<file path="src/rtl/parking_meter_gen_pkg.sv">
// Shared parking-meter definitions: mode encoding, 7-segment decode, default coin table.
package parking_meter_gen_pkg;

  typedef enum logic [1:0] {
    PM_NORMAL  = 2'b00,
    PM_LOW     = 2'b01,
    PM_EXPIRED = 2'b10
  } pm_mode_e;

  localparam int COIN_W = 14;

  // Slice i is the value of add[i]: add[0]=60, add[1]=180, add[2]=120, add[3]=300.
  localparam logic [4*COIN_W-1:0] COINVAL_DEFAULT = {14'd300, 14'd120, 14'd180, 14'd60};

  // Segments {g..a}, active-low; non-decimal codes are blank.
  function automatic logic [6:0] seg7_bcd(input logic [3:0] d);
    logic [6:0] seg_on;
    case (d)
      4'd0:    seg_on = 7'h3F;
      4'd1:    seg_on = 7'h06;
      4'd2:    seg_on = 7'h5B;
      4'd3:    seg_on = 7'h4F;
      4'd4:    seg_on = 7'h66;
      4'd5:    seg_on = 7'h6D;
      4'd6:    seg_on = 7'h7D;
      4'd7:    seg_on = 7'h07;
      4'd8:    seg_on = 7'h7F;
      4'd9:    seg_on = 7'h6F;
      default: seg_on = 7'h00;
    endcase
    return ~seg_on;
  endfunction

  function automatic pm_mode_e mode_of(input int cnt, input int low_thresh);
    if (cnt == 0) return PM_EXPIRED;
    if (cnt < low_thresh) return PM_LOW;
    return PM_NORMAL;
  endfunction

endpackage

</file>
<file path="src/rtl/parking_meter_gen_bin2bcd.sv">
// Combinational double-dabble binary to NDIG-digit BCD; inputs are never above 10**NDIG-1.
module parking_meter_gen_bin2bcd #(
  parameter int NDIG = 4,
  parameter int BW   = 14
) (
  input  logic [BW-1:0]     bin,
  output logic [4*NDIG-1:0] bcd
);

  logic [4*NDIG-1:0] acc;

  always_comb begin
    acc = '0;
    for (int i = BW - 1; i >= 0; i--) begin
      for (int d = 0; d < NDIG; d++) begin
        if (acc[4*d +: 4] >= 4'd5) acc[4*d +: 4] = acc[4*d +: 4] + 4'd3;
      end
      acc = {acc[4*NDIG-2:0], bin[i]};
    end
  end

  assign bcd = acc;

endmodule

</file>
<file path="src/rtl/parking_meter_gen.sv">
// Parking-meter core: coin/preset-loaded seconds countdown, blink modes, multiplexed 7-seg drive.
// Define PM_EDGE_DETECT_EN to rising-edge detect add/rst1/rst2 (one extra cycle of input latency).
module parking_meter_gen
  import parking_meter_gen_pkg::*;
#(
  parameter int                       NDIG       = 4,
  parameter int                       NCOIN      = 4,
  parameter logic [NCOIN*COIN_W-1:0]  COINVAL    = COINVAL_DEFAULT,
  parameter int                       PRESET1    = 15,
  parameter int                       PRESET2    = 150,
  parameter int                       LOW_THRESH = 180,
  parameter int                       TICK_DIV   = 100,
  parameter int                       SCAN_DIV   = 4
) (
  input  logic              clk,
  input  logic              rst,
  input  logic [NCOIN-1:0]  add,
  input  logic              rst1,
  input  logic              rst2,
  output logic [6:0]        led_seg,
  output logic [NDIG-1:0]   an,
  output logic [4*NDIG-1:0] val,
  output logic [1:0]        mode
);

  localparam int MAXCNT = 10**NDIG - 1;
  localparam int CW     = $clog2(MAXCNT + 1);
  localparam int PW     = $clog2(TICK_DIV + 1);
  localparam int SW     = $clog2(SCAN_DIV + 1);
  localparam int IW     = $clog2(NDIG);

  logic [NCOIN-1:0] coin_s;
  logic             p1_s;
  logic             p2_s;

`ifdef PM_EDGE_DETECT_EN
  logic [NCOIN+1:0] in_prev_q, in_prev_d;
  logic [NCOIN+1:0] in_edge_q, in_edge_d;

  always_comb begin
    in_prev_d = {rst2, rst1, add};
    in_edge_d = in_prev_d & ~in_prev_q;
  end

  always_ff @(posedge clk) begin
    if (rst) begin
      in_prev_q <= '0;
      in_edge_q <= '0;
    end else begin
      in_prev_q <= in_prev_d;
      in_edge_q <= in_edge_d;
    end
  end

  assign coin_s = in_edge_q[NCOIN-1:0];
  assign p1_s   = in_edge_q[NCOIN];
  assign p2_s   = in_edge_q[NCOIN+1];
`else
  assign coin_s = add;
  assign p1_s   = rst1;
  assign p2_s   = rst2;
`endif

  logic [CW-1:0]     count_q, count_d;
  logic [PW-1:0]     presc_q, presc_d;
  logic              hp_q, hp_d;
  logic              sec_q, sec_d;
  logic [SW-1:0]     sd_q, sd_d;
  logic [IW-1:0]     idx_q, idx_d;
  pm_mode_e          mode_q, mode_d;
  logic [4*NDIG-1:0] val_q, val_d;
  logic [NDIG-1:0]   an_q, an_d;
  logic [6:0]        seg_q, seg_d;

  logic [31:0]       coin_sum;
  logic [31:0]       total;
  logic              tick;
  logic              half;
  logic              preset;
  logic              lit;
  logic [4*NDIG-1:0] bcd;

  // Count datapath and second/half-second phase.
  always_comb begin
    coin_sum = '0;
    for (int i = 0; i < NCOIN; i++) begin
      if (coin_s[i]) coin_sum = coin_sum + 32'(COINVAL[i*COIN_W +: COIN_W]);
    end
    tick   = (presc_q == PW'(TICK_DIV - 1));
    half   = (presc_q == PW'(TICK_DIV / 2));
    preset = p1_s | p2_s;
    // A zero count is never decremented, so the subtraction cannot underflow.
    total  = 32'(count_q) + coin_sum - 32'(tick && (count_q != '0));

    if (p2_s)                      count_d = CW'(PRESET2);
    else if (p1_s)                 count_d = CW'(PRESET1);
    else if (total > 32'(MAXCNT))  count_d = CW'(MAXCNT);
    else                           count_d = total[CW-1:0];

    presc_d = (preset || tick) ? '0 : presc_q + 1'b1;
    hp_d    = preset ? 1'b0 : (hp_q ^ (tick | half));
    sec_d   = preset ? 1'b0 : (sec_q ^ tick);
  end

  parking_meter_gen_bin2bcd #(
    .NDIG (NDIG),
    .BW   (CW)
  ) u_bin2bcd (
    .bin (count_d),
    .bcd (bcd)
  );

  // Mode and BCD track the next count so they land in the same cycle as the count.
  always_comb begin
    mode_d = mode_of(32'(count_d), LOW_THRESH);
    val_d  = bcd;
  end

  always_comb begin
    sd_d  = sd_q + 1'b1;
    idx_d = idx_q;
    if (sd_q == SW'(SCAN_DIV - 1)) begin
      sd_d  = '0;
      idx_d = (idx_q == IW'(NDIG - 1)) ? '0 : idx_q + 1'b1;
    end

    case (mode_q)
      PM_NORMAL: lit = 1'b1;
      PM_LOW:    lit = ~sec_q;
      default:   lit = ~hp_q;
    endcase

    an_d  = '1;
    seg_d = 7'h7F;
    if (lit) begin
      an_d[idx_q] = 1'b0;
      seg_d       = seg7_bcd(val_q[4*idx_q +: 4]);
    end
  end

  always_ff @(posedge clk) begin
    if (rst) begin
      count_q <= '0;
      presc_q <= '0;
      hp_q    <= 1'b0;
      sec_q   <= 1'b0;
      sd_q    <= '0;
      idx_q   <= '0;
      mode_q  <= PM_EXPIRED;
      val_q   <= '0;
      an_q    <= '1;
      seg_q   <= 7'h7F;
    end else begin
      count_q <= count_d;
      presc_q <= presc_d;
      hp_q    <= hp_d;
      sec_q   <= sec_d;
      sd_q    <= sd_d;
      idx_q   <= idx_d;
      mode_q  <= mode_d;
      val_q   <= val_d;
      an_q    <= an_d;
      seg_q   <= seg_d;
    end
  end

  assign led_seg = seg_q;
  assign an      = an_q;
  assign val     = val_q;
  assign mode    = mode_q;

endmodule

</file>
<file path="config.mk">
export PLATFORM = sky130hd
export DESIGN_NAME = parking_meter_gen
export DESIGN_NICKNAME = d
export VERILOG_FILES = /design/src/rtl/parking_meter_gen_pkg.sv /design/src/rtl/parking_meter_gen_bin2bcd.sv /design/src/rtl/parking_meter_gen.sv
export SDC_FILE = /design/constraint.sdc
export NUM_CORES = 1
export LEC_CHECK = 0
export BUFFER_PORTS_ARGS = -buffer_cell sky130_fd_sc_hd__buf_2
export CAP_MARGIN = 10
export CORE_MARGIN = 2
export CORE_UTILIZATION = 60
export DETAILED_ROUTE_END_ITERATION = 12
export PLACE_DENSITY = 0.76
export SKIP_LAST_GASP = 1
export SLEW_MARGIN = 20
export SYNTH_ARGS = -nofsm -noshare
export SYNTH_HDL_FRONTEND = slang
export SYNTH_SLANG_ARGS = --single-unit
</file>
<file path="constraint.sdc">
create_clock -name clk -period 17.7 [get_ports clk]
set_input_delay 1.77 -clock clk [delete_from_list [all_inputs] [get_ports clk]]
set_output_delay 1.77 -clock clk [all_outputs]
set_load 0.005 [all_outputs]
</file>
==> results of run 1 <==
[per-stage QoR]
step / setup slack (ps) / utilization / power, mW / hold slack, ps / instances
final: 2340 / 0.642 / 1.44 / 481 / 1051
after global routing: 1060 / 0.642 / 1.57 / 495 / 1051
after CTS: 2550 / 0.642 / 1.43 / 472 / 1051
after detailed placement: 2230 / 0.628 / 1.32 / 447 / 1043
after global placement: 3030 / 0.628 / 1.25 / 412 / 1043
after floorplan: 3900 / - / 1.11 / 404 / 898
[sequential cells by signal (all words and copies together), names as in the netlist, 2 cells and up]
register / count
idx_q: 2
presc_q: 7
count_q: 14
sd_q: 3
mode: 2
val: 15
led_seg: 7
an: 4
[cells by family after synthesis]
family                     after synthesis  share of synthesized area
buffers and inverters                  121                     0.0699
xor gates and xnor gates                31                     0.0423
muxes                                   31                     0.0544
adders and majority gates               69                      0.125
and+or+nand+nor                        315                      0.223
DFF                                     56                      0.161
AOI/OAI and AO/OA                      275                      0.324
[power by group through the flow]
stage	sequential (mW)	combinational (mW)	clock (mW)
after floorplan	0.161	0.949	0
after global placement	0.161	1.09	0
after detailed placement	0.161	1.16	0
after CTS	0.159	1.17	0.102
after global routing	0.161	1.30	0.107
final	0.158	1.18	0.0999
[layer usage]
metal,vias up,wire length (um)
li1,3310,-
met1,3064,7670
met2,160,7950
met3,28,564
met4,0,252
met5,-,0
[Yosys cell counts (all sizes together) (6+ instances only)]
cell | count | area, um2
nor3b | 6 | 45.0
a221oi | 6 | 88.8
a211o | 6 | 52.6
nor3 | 22 | 120
a2111oi | 13 | 184
ha | 66 | 826
dfxtp | 56 | 1120
a2bb2oi | 6 | 71.3
or3 | 12 | 80.1
inv | 84 | 315
a31oi | 14 | 87.6
nor2 | 93 | 354
a211oi | 22 | 200
xnor2 | 25 | 241
a21o | 14 | 105
clkbuf | 18 | 67.6
o211ai | 16 | 130
o21a | 13 | 97.6
o21bai | 6 | 48.8
a21oi | 56 | 303
o2bb2ai | 6 | 65.1
mux2i | 16 | 164
nand2b | 16 | 100
o21ai | 38 | 205
and3 | 7 | 43.8
xor2 | 6 | 52.6
buf | 16 | 91.3
or2 | 8 | 50.0
o221ai | 6 | 52.6
and2 | 11 | 72.6
nand2 | 81 | 304
nand3 | 31 | 155
mux2 | 11 | 124
[layout make-up]
type / count / area share
Timing Repair Buffer: 36 / 0.0247
Sequential cell: 56 / 0.154
Inverter: 87 / 0.0447
Multi-Input combinational cell: 721 / 0.732
Clock inverter: 3 / 0.00377
Tap cell: 143 / 0.0245
Clock buffer: 5 / 0.0171
[worst paths after layout]
path              start  endpoint  slack (ps)  depth (start not counted)
max              add[1]    val[2]        2340                         67
min             sd_q[0]   sd_q[0]         480                          1
max reg2reg  presc_q[0]    val[2]        4820                         60
min reg2reg     sd_q[0]   sd_q[0]         480                          1
==> metrics, run 1 <==
status finished clean; die area approximately 12000 um2; area of the multi-input gates 5340 um2; initial antenna violation count 0; Crit path arrival time 15590 ps; CP required 17930 ps; largest net degree at the start of global routing 34; fmax ~65 MHz; Root Driver clkbuf_16; post-synthesis sequential area ratio 0.161; gpl congestion 0.968; gr busiest metal met2; most frequent cells in the layout nor2_1, inv_1, nand2_1, ha_1, dfxtp_1; DRT iter0 DRCs about 440; sw power 0.768 mW; Yosys reg bits 56; critical path buffer and inverter count 7; CP delay by family, top compound AO/OA/AOI/OAI gates; Worst Tran Pin Value slightly below 1000 ps; setup_tns 0 ps; drt via density around 6.2; die width approximately 110 um; post_cts resized 0; first-pass GRT wire length 28500 um; final wirelength 16400 um; final setup violation count 0; Final nets 982; Tmin final approximately 15000 ps; YS warnings 0; Post-synth ARST share 0; PortBufs 36; CTS sink cnt 56; max-cap viol count 0; Core Area roughly 11000 um2; Die Height 112 um; Final period util 0.868; DR vias 6562; most used flip-flop cell after synthesis dfxtp_1; CTS tree yes; WL/cell 15.6 um; effective utilization at floorplan 0.611; Max Clock Skew around 9.6 ps; unrepaired setup endpoints after global routing no; Hold Violations, Final 0; H-tree Lvls 2; met2 Use GR 0.461; post-route antenna net violation count 0; max-slew violations 0; TritonRoute pass-1 iters 5; power per cell area ~200 nW/um2; CTS Hold Buffers Added 0; DRC Markers 0; Std-Cell Rows 39; Boundary Pins 37; Internal Pwr Total 0.672 mW; Global Route Usage Sum 0.262; crit-path max FO 13; Seq pwr share 0.110; Max transition margin 0.352; vias in the first global route 6177; synthesized area between 6000 and 7000 um2; number of synthesized flops with an enable pin 0; switching share of power 0.533; Final Cell Area roughly 7300 um2; crit-path max cell delay 720 ps; Worst-path clk slew 80 ps; worst-skew pair later-pin latency just under 300 ps; Setup CP Type in2reg; synthesis-to-finish area growth 5.08%; most used cell, CP ha_1; Num CTS Buffers 5; Clock power frac 0.069; Worst Setup End Kind register; total grt overflow 0; Cell variety after synth 104; commonest non-fill, non-tap cell in the layout nor2_1; GR Util met1 0.352; Fillers 991; Cell Area, Placed roughly 7100 um2; Hold Crit Class reg2reg; maximum vdd drop around 0.25 mV; Lkg Pwr 2.99 nW; Antenna Diode Count 0; register area 1120 um2; hpwl dp between 10000 and 15000 um; post-synthesis cell count about 900; met3 usage 0.0207; Avg Inst Size Synth 7.73 um2; syn_nets 973; layout cells sized above 1 0.133; Gate power share 0.821; Setup Fix Bufs, Post-CTS 0; Critical Path Start Type primary input; Clock Tree Buf Depth 2; Crit-path slowest cell a31oi_1
Power figures use the tool's default switching activity.
==> inputs of run 2 (changes only) <==
- ABC_CLOCK_PERIOD_IN_PS: not set -> 16700
- clock period: 17.7 -> 16.7 ns (I/O delays scaled with it)
==> run 2 against run 1 <==
  * Largest power group unchanged
  * Flip-flop and latch count unchanged
  * Worst hold slack worse by 42 ps
  * Routed wire length grew 0.40%
  * Non-clock buffer count is the same
  * Highest routed layer unchanged
==> metrics, run 2 (same netlist as run 1, synthesis figures left out) <==
status finished clean; max-cap viol count 0; crit-path max cell delay 650 ps; die width 112 um; commonest non-fill, non-tap cell in the layout nor2_1; Antenna Diode Count 0; Crit-path slowest cell nor2_1; CTS sink cnt 56; gpl congestion 0.968; power per cell area 209 nW/um2; Worst Tran Pin Value 995 ps; hpwl dp 13100 um; DRC Markers 0; Final period util 0.915; effective utilization at floorplan 0.611; CTS tree yes; area of the multi-input gates 5350 um2; Setup CP Type in2reg; Cell Area, Placed roughly 7100 um2; Worst Setup End Kind register; WL/cell 15.7 um; setup_tns 0 ps; final wirelength 16500 um; Core Area between 10000 and 15000 um2; CP required 16930 ps; most used cell, CP ha_1; Hold Crit Class reg2reg; unrepaired setup endpoints after global routing no; CTS Hold Buffers Added 0; Fillers 992; Setup Fix Bufs, Post-CTS 0; DR vias 6621; Boundary Pins 37; Final nets 982; Final Cell Area 7300 um2; max-slew violations 0; Worst-path clk slew 80 ps; post_cts resized 0; Hold Violations, Final 0; Tmin final 15270 ps; Num CTS Buffers 5; most frequent cells in the layout nor2_1, inv_1, nand2_1, ha_1, dfxtp_1; Root Driver clkbuf_16; DRT iter0 DRCs 479; worst reg-to-reg setup slack between 3000 and 4000 ps; Critical Path Start Type primary input; Lkg Pwr 2.99 nW; final setup margin 1430 ps; die area 12500 um2; total grt overflow 0; Clock Tree Buf Depth 2; Placed Cells 1043; post-route antenna net violation count 0; final setup violation count 0; Final Util 0.642; fmax 65.5 MHz; largest net degree at the start of global routing 34; Die Height about 110 um; Largest register FFs 15; H-tree Lvls 2; fin cells 1051; synthesis-to-finish area growth 5.17%; initial antenna violation count 0; maximum vdd drop about 0.26 mV; register area 1120 um2; Std-Cell Rows 39; Max transition margin 0.334; drt via density 6.30; Place WS 1410 ps; worst-skew pair later-pin latency 290 ps; layout cells sized above 1 0.134; TritonRoute pass-1 iters 6; Crit path arrival time 15500 ps; PortBufs 36; first-pass GRT wire length a little under 30000 um; Max Clock Skew 5.22 ps; crit-path max FO 13; Global Route Usage Sum 0.265; vias in the first global route between 6k and 7k
[run 2: cell type report]
type                    count  share of cell area
clock buffers               5              0.0171
clock inverters             3             0.00377
inverters                  87              0.0447
multi-input cells         721               0.732
flip-flops and latches     56               0.153
well taps                 143              0.0245
repair buffers             36              0.0247
[run 2: final timing paths]
kind,startpoint,end,depth (start not counted)
worst max register to register,presc_q[0],val[2],61
worst max-delay path,add[1],val[2],68
worst min-delay path,sd_q[0],sd_q[0],1
worst min register to register,sd_q[0],sd_q[0],1
[run 2: power breakdown]
group / total, mW / internal [mW] / switching [mW]
Sequential: 0.168 / 0.158 / 0.00942
Combinational: 1.25 / 0.497 / 0.753
Clock: 0.107 / 0.0570 / 0.0504
Total: 1.53 / 0.713 / 0.813
[run 2: per-stage QoR]
stage / total power [mW] / hold slack (ps)
3_3_place_gp: 1.33 / 412
5_1_grt: 1.67 / 464
6_report: 1.53 / 439
2_1_floorplan: 1.18 / 404
4_1_cts: 1.51 / 446
3_5_place_dp: 1.40 / 436
[run 2: worst max-delay path, delay by kind of cell]
kind	cells	cell delay, ps
XOR/XNOR	1	220
adder cells (fa/ha/maj)	12	3290
AO/OA/AOI/OAI	27	6240
multiplexers	1	290
AND/OR/NAND/NOR	21	3180
buffers and inverters	6	580
[run 2: metal layers]
layer / routed length, um / global-route usage / vias up
met5: 0 / 0 / -
met4: 283 / 0.0642 / 0
met3: 593 / 0.0191 / 29
met2: 7910 / 0.460 / 171
met1: 7710 / 0.361 / 3117
li1: - / - / 3304
==> inputs of run 3 (changes only) <==
==> constraint.sdc (replaced) <==
create_clock -name clk -period 16.7 [get_ports clk]
set_input_delay 3.34 -clock clk [delete_from_list [all_inputs] [get_ports clk]]
set_output_delay 3.34 -clock clk [all_outputs]
set_load 0.005 [all_outputs]
==> run 3 against run 2 <==
  * Maximum frequency shrank 1.8%
  * Non-clock buffer count up 5
  * Clock power about the same
  * Setup slack worse by 270 ps
  * Sequential share of layout area down 0.28 points
  * Count of clock-buffer cells in the layout did not move
  * Routed wire length rose by 0.87%
  * Largest power group unchanged
==> metrics, run 3 (same netlist as run 1, synthesis figures left out) <==
status finished clean; Reg2Reg Capture Point val[2]; Num CTS Buffers 5; final setup violation count 0; DRT iter0 DRCs 451; vias in the first global route 6199; max-cap viol count 0; Std-Cell Rows 39; TritonRoute pass-1 iters 5; critical path buffer and inverter count 9; crit-path max cell delay 430 ps; synthesis-to-finish area growth 7.12%; Hold Violations, Final 0; Global Route Usage Sum 0.262; Fillers 964; launch point of the worst reg-to-reg path presc_q[0]; Core Area 11400 um2; hpwl dp 12900 um; Clock Tree Buf Depth 2; initial antenna violation count 0; gpl congestion 0.925; Max Clock Skew between 3 and 4 ps; maximum vdd drop 0.281 mV; max-slew violations 0; PortBufs 36; Max transition margin 0.292; final wirelength 16600 um; worst-skew pair later-pin latency 290 ps; H-tree Lvls 2; CTS tree yes; CTS Hold Buffers Added 0; die width 112 um; die area 12500 um2; layout cells sized above 1 0.152; Die Height about 110 um; CTS sink cnt 56; Worst Tran Pin Value roughly 1100 ps; power per cell area about 210 nW/um2; Setup CP Type in2reg; worst r2r path cells 60; CP delay by family, top compound AO/OA/AOI/OAI gates; DRC Markers 0; Lkg Pwr ~3.0 nW; crit-path max FO 13; Largest register FFs 15; Crit path arrival time 15780 ps; worst reg-to-reg setup slack 4780 ps; Worst-path clk slew 70 ps; fmax 64.3 MHz; first-pass GRT wire length 28400 um; Worst Setup End Kind register; Antenna Diode Count 0; most used cell, CP ha_1; commonest non-fill, non-tap cell in the layout nor2_1; Tmin final 15550 ps; Final period util 0.931; effective utilization at floorplan 0.611; largest net degree at the start of global routing 34; Crit-path slowest cell a311o_1; total grt overflow 0; Boundary Pins 37; most frequent cells in the layout nor2_1, inv_1, nand2_1, ha_1, dfxtp_1; Hold Crit Class reg2reg; crit path from add[1]; WL/cell 15.8 um; drt via density roughly 6.3; CP Capture Point val[2]; Final nets about 1000; post-route antenna net violation count 0; Critical Path Start Type primary input; CP required 16930 ps; Fin Hold WS 445 ps; Root Driver clkbuf_16; final setup margin 1150 ps; CP Depth 70; DR vias 6669; Place WS 199 ps
==> run 3: cell count changes in the layout (fill, tap and decap cells not counted), sizes merged <==
cell,before,now
buf,36,41
==> run 3: timing repair <==
action	in CTS	in global routing
setup endpoints to repair	0	15
hold endpoints to repair	0	0
resized for setup	0	17
setup buffers	0	3
==> run 3: final cells by class <==
| type | instances | area [um2] | share of cell area |
|---|---|---|---|
| clock buffers | 5 | 125 | 0.0168 |
| clock inverters | 3 | 27.5 | 0.00370 |
| inverters | 87 | 327 | 0.0439 |
| multi-input cells | 721 | 5440 | 0.732 |
| flip-flops and latches | 56 | 1120 | 0.151 |
| well taps | 143 | 179 | 0.0240 |
| repair buffers | 41 | 218 | 0.0293 |
==> run 3: metal layers <==
layer	GRT usage	vias up	part of all wire
met1	0.345	3136	0.47
li1	-	3317	-
met2	0.457	187	0.48
met5	0	-	0
met3	0.0321	29	0.038
met4	0.0658	0	0.019
==> run 3: worst register-to-register path: cells and delay by family (launching register included) <==
family,cells,cell delay (ps)
AOI/OAI and AO/OA,27,5500
xor gates and xnor gates,1,180
adders and majority gates,13,3190
buffers and inverters,7,560
DFF,1,400
muxes,1,290
and+or+nand+nor,11,1730
==> run 3: how the worst min path moves through the flow <==
| stage | from | end | slack, ps | cells after the start |
|---|---|---|---|---|
| final | sd_q[0] | sd_q[0] | 450 | 1 |
| after global placement | sd_q[0] | sd_q[0] | 410 | 1 |
| after detailed placement | sd_q[0] | sd_q[0] | 440 | 1 |
| after floorplan | sd_q[0] | sd_q[0] | 400 | 1 |
| after global routing | sd_q[0] | sd_q[0] | 480 | 1 |
| after CTS | sd_q[0] | sd_q[0] | 450 | 1 |
==> run 3: stage by stage <==
stage / instance area (um2) / power, mW / setup TNS, ps / util / cells
2_1_floorplan: 6950 / 1.18 / 0 / - / 898
3_3_place_gp: 7160 / 1.33 / 0 / 0.630 / 1045
3_5_place_dp: 7160 / 1.39 / 0 / 0.630 / 1045
4_1_cts: 7310 / 1.51 / 0 / 0.643 / 1053
5_1_grt: 7440 / 1.68 / -10.6 / 0.654 / 1056
6_report: 7440 / 1.53 / 0 / 0.654 / 1056
==> run 3: where the power goes <==
group	total, mW	internal [mW]	switching (mW)
combinational	1.26	0.507	0.751
sequential	0.168	0.159	0.00906
clock	0.105	0.0569	0.0484
